**config.mk**
```make
export PLATFORM = sky130hd
export DESIGN_NAME = mont_final_sub
export DESIGN_NICKNAME = d
export VERILOG_FILES = /design/src/rtl/mont_pkg.sv /design/src/rtl/mont_final_sub_limb_sub.sv /design/src/rtl/mont_final_sub.sv
export SDC_FILE = /design/constraint.sdc
export NUM_CORES = 2
export LEC_CHECK = 0
export CAP_MARGIN = 40
export CORE_MARGIN = 1
export CORE_UTILIZATION = 49
export DETAILED_ROUTE_END_ITERATION = 8
export PLACE_DENSITY_LB_ADDON = 0.25
export SLEW_MARGIN = 20
export SYNTH_ARGS = -nofsm -noshare
export SYNTH_HDL_FRONTEND = slang
export SYNTH_SLANG_ARGS = --single-unit
```
**constraint.sdc**
```tcl
create_clock -name clk -period 5 [get_ports clk]
set_input_delay 1 -clock clk [delete_from_list [all_inputs] [get_ports clk]]
set_output_delay 1 -clock clk [all_outputs]
set_load 0.005 [all_outputs]
```
**src/rtl/mont_pkg.sv**
```systemverilog
// Shared types and defaults for the Montgomery
// final conditional-subtraction stage.
package mont_pkg;

  localparam int WIDTH_DEF = 256;
  localparam int LIMB_DEF  = 64;

  typedef enum logic [1:0] {
    IDLE,
    SUB,
    SEL
  } fs_state_t;

  typedef logic [WIDTH_DEF-1:0] word_t;

endpackage

```
**src/rtl/mont_final_sub_limb_sub.sv**
```systemverilog
// Combinational LIMB-bit subtractor with borrow
// in/out, one slice of the serial M - P chain.
module limb_sub #(
  parameter int LIMB = 64
) (
  input  logic [LIMB-1:0] a,
  input  logic [LIMB-1:0] b,
  input  logic            bin,
  output logic [LIMB-1:0] d,
  output logic            bout
);

  logic [LIMB:0] ext;

  // Extra top bit of the extended difference is the borrow
  always_comb begin
    ext = {1'b0, a} - {1'b0, b} - {{LIMB{1'b0}}, bin};
    d = ext[LIMB-1:0];
    bout = ext[LIMB];
  end

endmodule

```
**src/rtl/mont_final_sub.sv**
```systemverilog
// Reduces a Montgomery product {M_carry,M} < 2P to
// R = result mod P using a limb-serial subtractor.
module mont_final_sub
  import mont_pkg::*;
#(
  parameter int WIDTH = WIDTH_DEF,
  parameter int LIMB  = LIMB_DEF
) (
  input  logic             clk,
  input  logic             rst_n,
  input  logic             start,
  input  logic [WIDTH-1:0] M,
  input  logic             M_carry,
  input  logic [WIDTH-1:0] P,
  output logic [WIDTH-1:0] R,
  output logic             sub_flag,
  output logic             busy,
  output logic             done
);

  localparam int NLIMB = WIDTH / LIMB;
  localparam int IW = (NLIMB > 1) ? $clog2(NLIMB) : 1;

  fs_state_t        state_q, state_d;
  logic [IW-1:0]    idx_q, idx_d;
  logic             borrow_q, borrow_d;
  logic             carry_q, carry_d;
  logic [WIDTH-1:0] m_q, m_d;
  logic [WIDTH-1:0] p_q, p_d;
  logic [WIDTH-1:0] diff_q, diff_d;
  logic [WIDTH-1:0] r_q, r_d;
  logic             sub_flag_q, sub_flag_d;
  logic             busy_q, busy_d;
  logic             done_q, done_d;

  logic [LIMB-1:0]  a_limb;
  logic [LIMB-1:0]  b_limb;
  logic [LIMB-1:0]  d_limb;
  logic             bout;
  logic             last_limb;
  logic             neg;

  // Select the current limb of the latched operands
  always_comb begin
    a_limb = '0;
    b_limb = '0;
    for (int i = 0; i < NLIMB; i++) begin
      if (idx_q == IW'(i)) begin
        a_limb = m_q[i*LIMB +: LIMB];
        b_limb = p_q[i*LIMB +: LIMB];
      end
    end
  end

  limb_sub #(
    .LIMB(LIMB)
  ) u_limb_sub (
    .a   (a_limb),
    .b   (b_limb),
    .bin (borrow_q),
    .d   (d_limb),
    .bout(bout)
  );

  assign last_limb = (idx_q == IW'(NLIMB-1));
  assign neg = borrow_q & ~carry_q;

  // State register
  always_ff @(posedge clk or negedge rst_n) begin
    if (!rst_n) state_q <= IDLE;
    else        state_q <= state_d;
  end

  // Next-state logic
  always_comb begin
    state_d = state_q;
    unique case (state_q)
      IDLE: if (start) state_d = SUB;
      SUB:  if (last_limb) state_d = SEL;
      SEL:  state_d = IDLE;
      default: state_d = IDLE;
    endcase
  end

  // Datapath and output next values
  always_comb begin
    idx_d      = idx_q;
    borrow_d   = borrow_q;
    carry_d    = carry_q;
    m_d        = m_q;
    p_d        = p_q;
    diff_d     = diff_q;
    r_d        = r_q;
    sub_flag_d = sub_flag_q;
    busy_d     = busy_q;
    done_d     = 1'b0;
    unique case (state_q)
      IDLE: begin
        if (start) begin
          m_d      = M;
          carry_d  = M_carry;
          p_d      = P;
          idx_d    = '0;
          borrow_d = 1'b0;
          busy_d   = 1'b1;
        end
      end
      SUB: begin
        diff_d   = {d_limb, diff_q[WIDTH-1:LIMB]};
        borrow_d = bout;
        idx_d    = idx_q + 1'b1;
      end
      SEL: begin
        r_d        = neg ? m_q : diff_q;
        sub_flag_d = ~neg;
        done_d     = 1'b1;
        busy_d     = 1'b0;
      end
      default: ;
    endcase
  end

  // Datapath and output registers
  always_ff @(posedge clk or negedge rst_n) begin
    if (!rst_n) begin
      idx_q      <= '0;
      borrow_q   <= 1'b0;
      carry_q    <= 1'b0;
      m_q        <= '0;
      p_q        <= '0;
      diff_q     <= '0;
      r_q        <= '0;
      sub_flag_q <= 1'b0;
      busy_q     <= 1'b0;
      done_q     <= 1'b0;
    end else begin
      idx_q      <= idx_d;
      borrow_q   <= borrow_d;
      carry_q    <= carry_d;
      m_q        <= m_d;
      p_q        <= p_d;
      diff_q     <= diff_d;
      r_q        <= r_d;
      sub_flag_q <= sub_flag_d;
      busy_q     <= busy_d;
      done_q     <= done_d;
    end
  end

  assign R        = r_q;
  assign sub_flag = sub_flag_q;
  assign busy     = busy_q;
  assign done     = done_q;

endmodule
```
# After elaboration in Yosys (flattened, before gate mapping)
# Index checks and enable logic that the tools add are counted.
[word_totals]
reg_bits = 1033
in_bits = 516
output_inout_bits = 259
wordCells = 51
[op_classes]
n_addsub = 3
n_eq_ne = 7
muxes = 19
n_bitwise = 3
n_reduce_logical = 8
[op_table]
columns = ["cell", "count"]
rows = [
  ["$mux W64", 8],
  ["$mux W256", 1],
  ["$sub A64 B64 Y65", 1],
  ["$sub A65 B1 Y65", 1],
  ["$pmux W2 S2", 2],
  ["$reduce_and A2 Y1", 4],
  ["$eq A2 B2 Y1 const B", 3],
  ["$mux W2", 3],
  ["$eq A2 B1 Y1 const B", 2],
  ["$logic_not A2 Y1", 2],
  ["$ne A2 B2 Y1 const B", 2],
  ["$pmux W1 S2", 2],
  ["$reduce_bool A2 Y1", 2],
  ["$mux W1", 3],
  ["$add A2 B1 Y2 const B", 1],
  ["$not A1 Y1", 2],
  ["$and A1 B1 Y1", 1],
]

# Depth between registers and ports, before layout
[depth]
depth_word = 8
mapped_depth = 25
ltp_nobuf = 22

# By module
# A second synthesis with hierarchy kept.
[unflattened]
cells_unflattened = 5109
hier_area_um2 = 51723.4
[by_module_without_submodules]
columns = ["module", "n_inst", "cells_per_inst", "area_per_inst_um2", "seq_area_each_um2"]
rows = [
  ["mont_final_sub", 1, 4312, 46369.5, 25849.8],
  ["limb_sub", 1, 797, 5353.9, 0.0],
]

# Worst setup path after synthesis
# OpenSTA, ideal clock, no wires.
[synth_timing]
kind = "register to register"
from = "reg idx_q[0]"
to = "reg diff_q[254]"
setup_ps = 71
arrival_ps = 4576
required_ps = 4929
setup_slack_ps = 354
path_stages_with_launch = 24
n_path_buf = 3
synth_period_minus_slack_ps = 4646
cell_sequence = "dfrtp_1 -> inv_1 -> ha_1 -> clkbuf_1 -> clkbuf_1 -> buf_1 -> nand2_1 -> nor2_1 -> a21oi_1 -> nor2_1 -> a21oi_1 -> o21ai_0 -> fa_1 -> fa_1 -> a21boi_0 -> o21ai_0 -> a21oi_1 -> o2bb2ai_1 -> a21oi_1 -> o41ai_4 -> a31o_2 -> a21oi_2 -> or4_1 -> nand4_1"
[synth_between]
elab_chain_len = 7
elab_cells_between_ends = 14
classes_between = "2 x add/sub; 3 x eq/ne; 8 x mux; 1 x reduce/logical"
[synth_rtl]
columns = ["item", "line_no", "source"]
rows = [
  ["start: declaration", "mont_final_sub.sv:25", "logic [IW-1:0] idx_q, idx_d;"],
  ["start signal: assignment", "mont_final_sub.sv:137", "idx_q <= idx_d;"],
  ["$logic_not A2 Y1", "mont_final_sub.sv:48", "if (idx_q == IW'(i)) begin"],
  ["$mux W64 (4 in a row)", "mont_final_sub.sv:48", ""],
  ["$sub A64 B64 Y65 (*)", "mont_final_sub_limb_sub.sv:17", "ext = {1'b0, a} - {1'b0, b} - {{LIMB{1'b0}}, bin};"],
  ["$sub A65 B1 Y65 (*)", "mont_final_sub_limb_sub.sv:17", ""],
  ["end signal: assignment", "mont_final_sub.sv:142", "diff_q <= diff_d;"],
  ["end: declaration", "mont_final_sub.sv:30", "logic [WIDTH-1:0] diff_q, diff_d;"],
]
# Every way passes the cells marked *; elsewhere a longest branch is shown, timed or not.
# A chain may end at the register's enable or synchronous reset.

# Worst setup path in the final report
[layout_timing]
from = "reg idx_q[0]"
to = "reg borrow_q"
[layout_between]
elab_chain_len = 8
elab_cells_between_ends = 15
classes_between = "2 x add/sub; 3 x eq/ne; 9 x mux; 1 x reduce/logical"
[layout_rtl]
columns = ["item", "line_no", "source"]
rows = [
  ["$logic_not A2 Y1", "mont_final_sub.sv:48", ""],
  ["$mux W64 (4 in a row)", "mont_final_sub.sv:48", ""],
  ["$sub A64 B64 Y65 (*)", "mont_final_sub_limb_sub.sv:17", ""],
  ["$sub A65 B1 Y65 (*)", "mont_final_sub_limb_sub.sv:17", ""],
  ["$pmux W1 S2 (*)", "mont_final_sub.sv:97", "unique case (state_q)"],
  ["end signal: assignment", "mont_final_sub.sv:138", "borrow_q <= borrow_d;"],
  ["end: declaration", "mont_final_sub.sv:26", "logic borrow_q, borrow_d;"],
]
# Marked as above.

==> metrics.txt <==
outcome=finished clean; Initial DRT Pass Iterations=6; fin area=between 60000 and 70000 sq um; r2r worst-path depth=24; initial drt markers=~4500; Worst-path clk slew=0.06 ns; Yosys warning count=0; # clock sinks=1033; Vias per Instance=5.47; max-cap check violation count=0; Worst slew margin=29.9%; Seq/Total Area, Yosys=52.2%; vias post-DR=between 40000 and 50000; worst setup path class=reg2reg; FF-to-FF setup slack=0.21 ns; DR DRC count=0; layout cells sized above 1=under 10%; Fin Clk Skew=0.0335 ns; mapped cell area=~50000 sq um; Placed Cells=approximately 8000; Fmax=209 MHz; Cell Count, Final, Fillers Out=just over 8000; Yosys cell types=a little over 60; Hold Vio Cnt, Final=0; RD Place Congestion=between 0.9 and 1; die height=roughly 320 microns; H-tree Lvls=3; Async S/R FF share, synth=100%; Worst EP required=5.54 ns; Detail Route Antenna Nets=0; Crit path arrival time=5.34 ns; total track usage=roughly 33%; Die ar.=102000 sq um; Startpoint Class=flip-flop; Clk Latency, worst-skew pair=0.72 ns; fin crit share=95.9%; Post-Route WL=174000 microns; min cycle time layout=4.79 ns; Avg Cell Area, Syn=8.20 sq um; min setup slack post-route=around 0.2 ns; leading cell type in the layout, fill and taps excluded=nand2_1; largest net degree at the start of global routing=165; count of input and output buffers=a little under 800; CTS tree=yes; grt total ovfl=0; CP max FO=19; Initial Util=slightly below 50%; first-pass GRT wire length=259000 microns; Crit Reg-Reg Startpoint=idx_q[0]; endpoints failing setup=0; most frequent cells in the layout=nand2_1, dfrtp_1, clkdlybuf4s50_1; Max Slew Vio Count=0; crit end category=flip-flop; core area=~100000 sq um; Synthesized Nets=6689; reg-to-reg endpoint=borrow_q; Detail Placement HPWL=126000 microns; CTS buffer count=112; Place WS=-0.153 ns; die width=320 microns; Bufs on Longest Clock Path=3; Yosys reg bits=1033; dpl cell area=59300 sq um; ys flop type=dfrtp_1; setup TNS=0 ns; Mapped Cells=6043; initial antenna violation count=7; # rows=116; detailed-route wire length per cell=~21 microns; area delta synth->final=28.4%; vias in the first global route=42081; pin slew with the least headroom to its limit=1.05 ns; Layout Nets=around 7400; Ports=775; Post-synth EDFFs=0; clk root buf=clkbuf_16; Hold Crit Class=in2async
==> sequential cells by signal (all words and copies together) (netlist names) <==
name / count
R: 256
borrow_q: 1
busy: 1
carry_q: 1
diff_q: 256
done: 1
idx_q: 2
m_q: 256
p_q: 256
state_q: 2
sub_flag: 1
==> cell usage after synthesis (all sizes together) (5+ instances only) <==
library cell,n,share of area [%]
buf,47,0.36
inv,148,1.1
nand4,22,0.28
o21ai,151,1.5
xor2,24,0.42
and3,15,0.19
and2,5,0.063
a21o,46,0.70
and4,5,0.088
o31ai,11,0.18
mux2i,257,5.2
xnor2,31,0.55
a21oi,642,6.5
nand2,2410,18
clkbuf,328,2.5
nor2,603,4.6
nor3,11,0.12
a211oi,9,0.14
or4,5,0.083
o21bai,17,0.26
nand2b,8,0.10
ha,128,3.2
o211ai,5,0.076
nand3,17,0.18
a31oi,10,0.13
o21a,6,0.091
or2,5,0.063
dfrtp,1033,52
==> metal layers <==
metal / GRT usage, % / share of wire, %
met5: 0 / 0.046
met4: 10.7 / 3.4
met3: 6.77 / 8.9
met2: 49.9 / 44
met1: 48.2 / 44
==> critical path, cell delays in order (launching register included) <==
cell,delay (ns)
dfrtp_1,0.40
buf_4,0.17
ha_4,0.22
buf_4,0.17
clkbuf_16,0.19
a21oi_1,0.13
nor2_1,0.06
a21oi_2,0.18
nor2_1,0.08
a21oi_1,0.22
ha_1,0.19
inv_1,0.04
ha_1,0.38
a21o_1,0.20
a211oi_2,0.28
o31a_1,0.25
o2bb2ai_1,0.09
a21oi_2,0.20
buf_12,0.14
o41ai_4,0.07
a31o_4,0.28
buf_4,0.14
a2111oi_2,0.32
xnor2_1,0.16
o21ai_0,0.08
==> worst max-delay path by stage <==
stage | start | end | slack (ns) | depth (start not counted)
after floorplan | idx_q[0] | diff_q[254] | 0.35 | 23
after CTS | idx_q[1] | diff_q[240] | -0.01 | 22
after global placement | idx_q[1] | diff_q[240] | -0.12 | 22
final | idx_q[0] | borrow_q | 0.21 | 24
after global routing | idx_q[0] | diff_q[254] | -0.04 | 26
after detailed placement | idx_q[1] | diff_q[240] | -0.15 | 22
==> per-stage QoR <==
step | util (%) | hold slack [ns]
global route | 63.5 | 0.401
finish | 63.5 | 0.330
global placement | 59.2 | 0.457
CTS | 63.1 | 0.386
detailed placement | 59.2 | 0.462
floorplan | - | 0.437
==> logic make-up (layout without fill, tap and decap cells) <==
kind of cell    after synthesis  in the layout  synth area share [%]
compound gates              925            925                  10.2
fa+ha+maj                   130            130                  3.31
xor+xnor                     55             55                 0.972
mux                         257            257                  5.19
simple gates               3120           3120                  24.2
other cells                   0              3                     0
buf+inv                     523           1305                  3.97
flops                      1033           1033                  52.2
==> area by class of cell <==
type | instances | area (sq um)
antenna | 3 | 7.51
clock buffer | 166 | 3320
clock inverter | 38 | 510
fill | 8663 | 36600
inverter | 148 | 563
multi-input combinational | 4487 | 22000
sequential | 1033 | 25800
tap | 1298 | 1620
timing repair buffer | 953 | 9700
==> what timing repair did <==
| action | 4_1_cts | 5_1_grt |
|---|---|---|
| pin swaps | 2 | 5 |
| setup endpoints to repair | 9 | 29 |
| setup buffers | 6 | 7 |
| hold buffers | 0 | 0 |
| cloned | 0 | 3 |
| gates resized for setup | 3 | 68 |
Power is left out: the tool's default activity adds up to more than one toggle a clock period on the data nets, which glitch-free logic cannot reach.
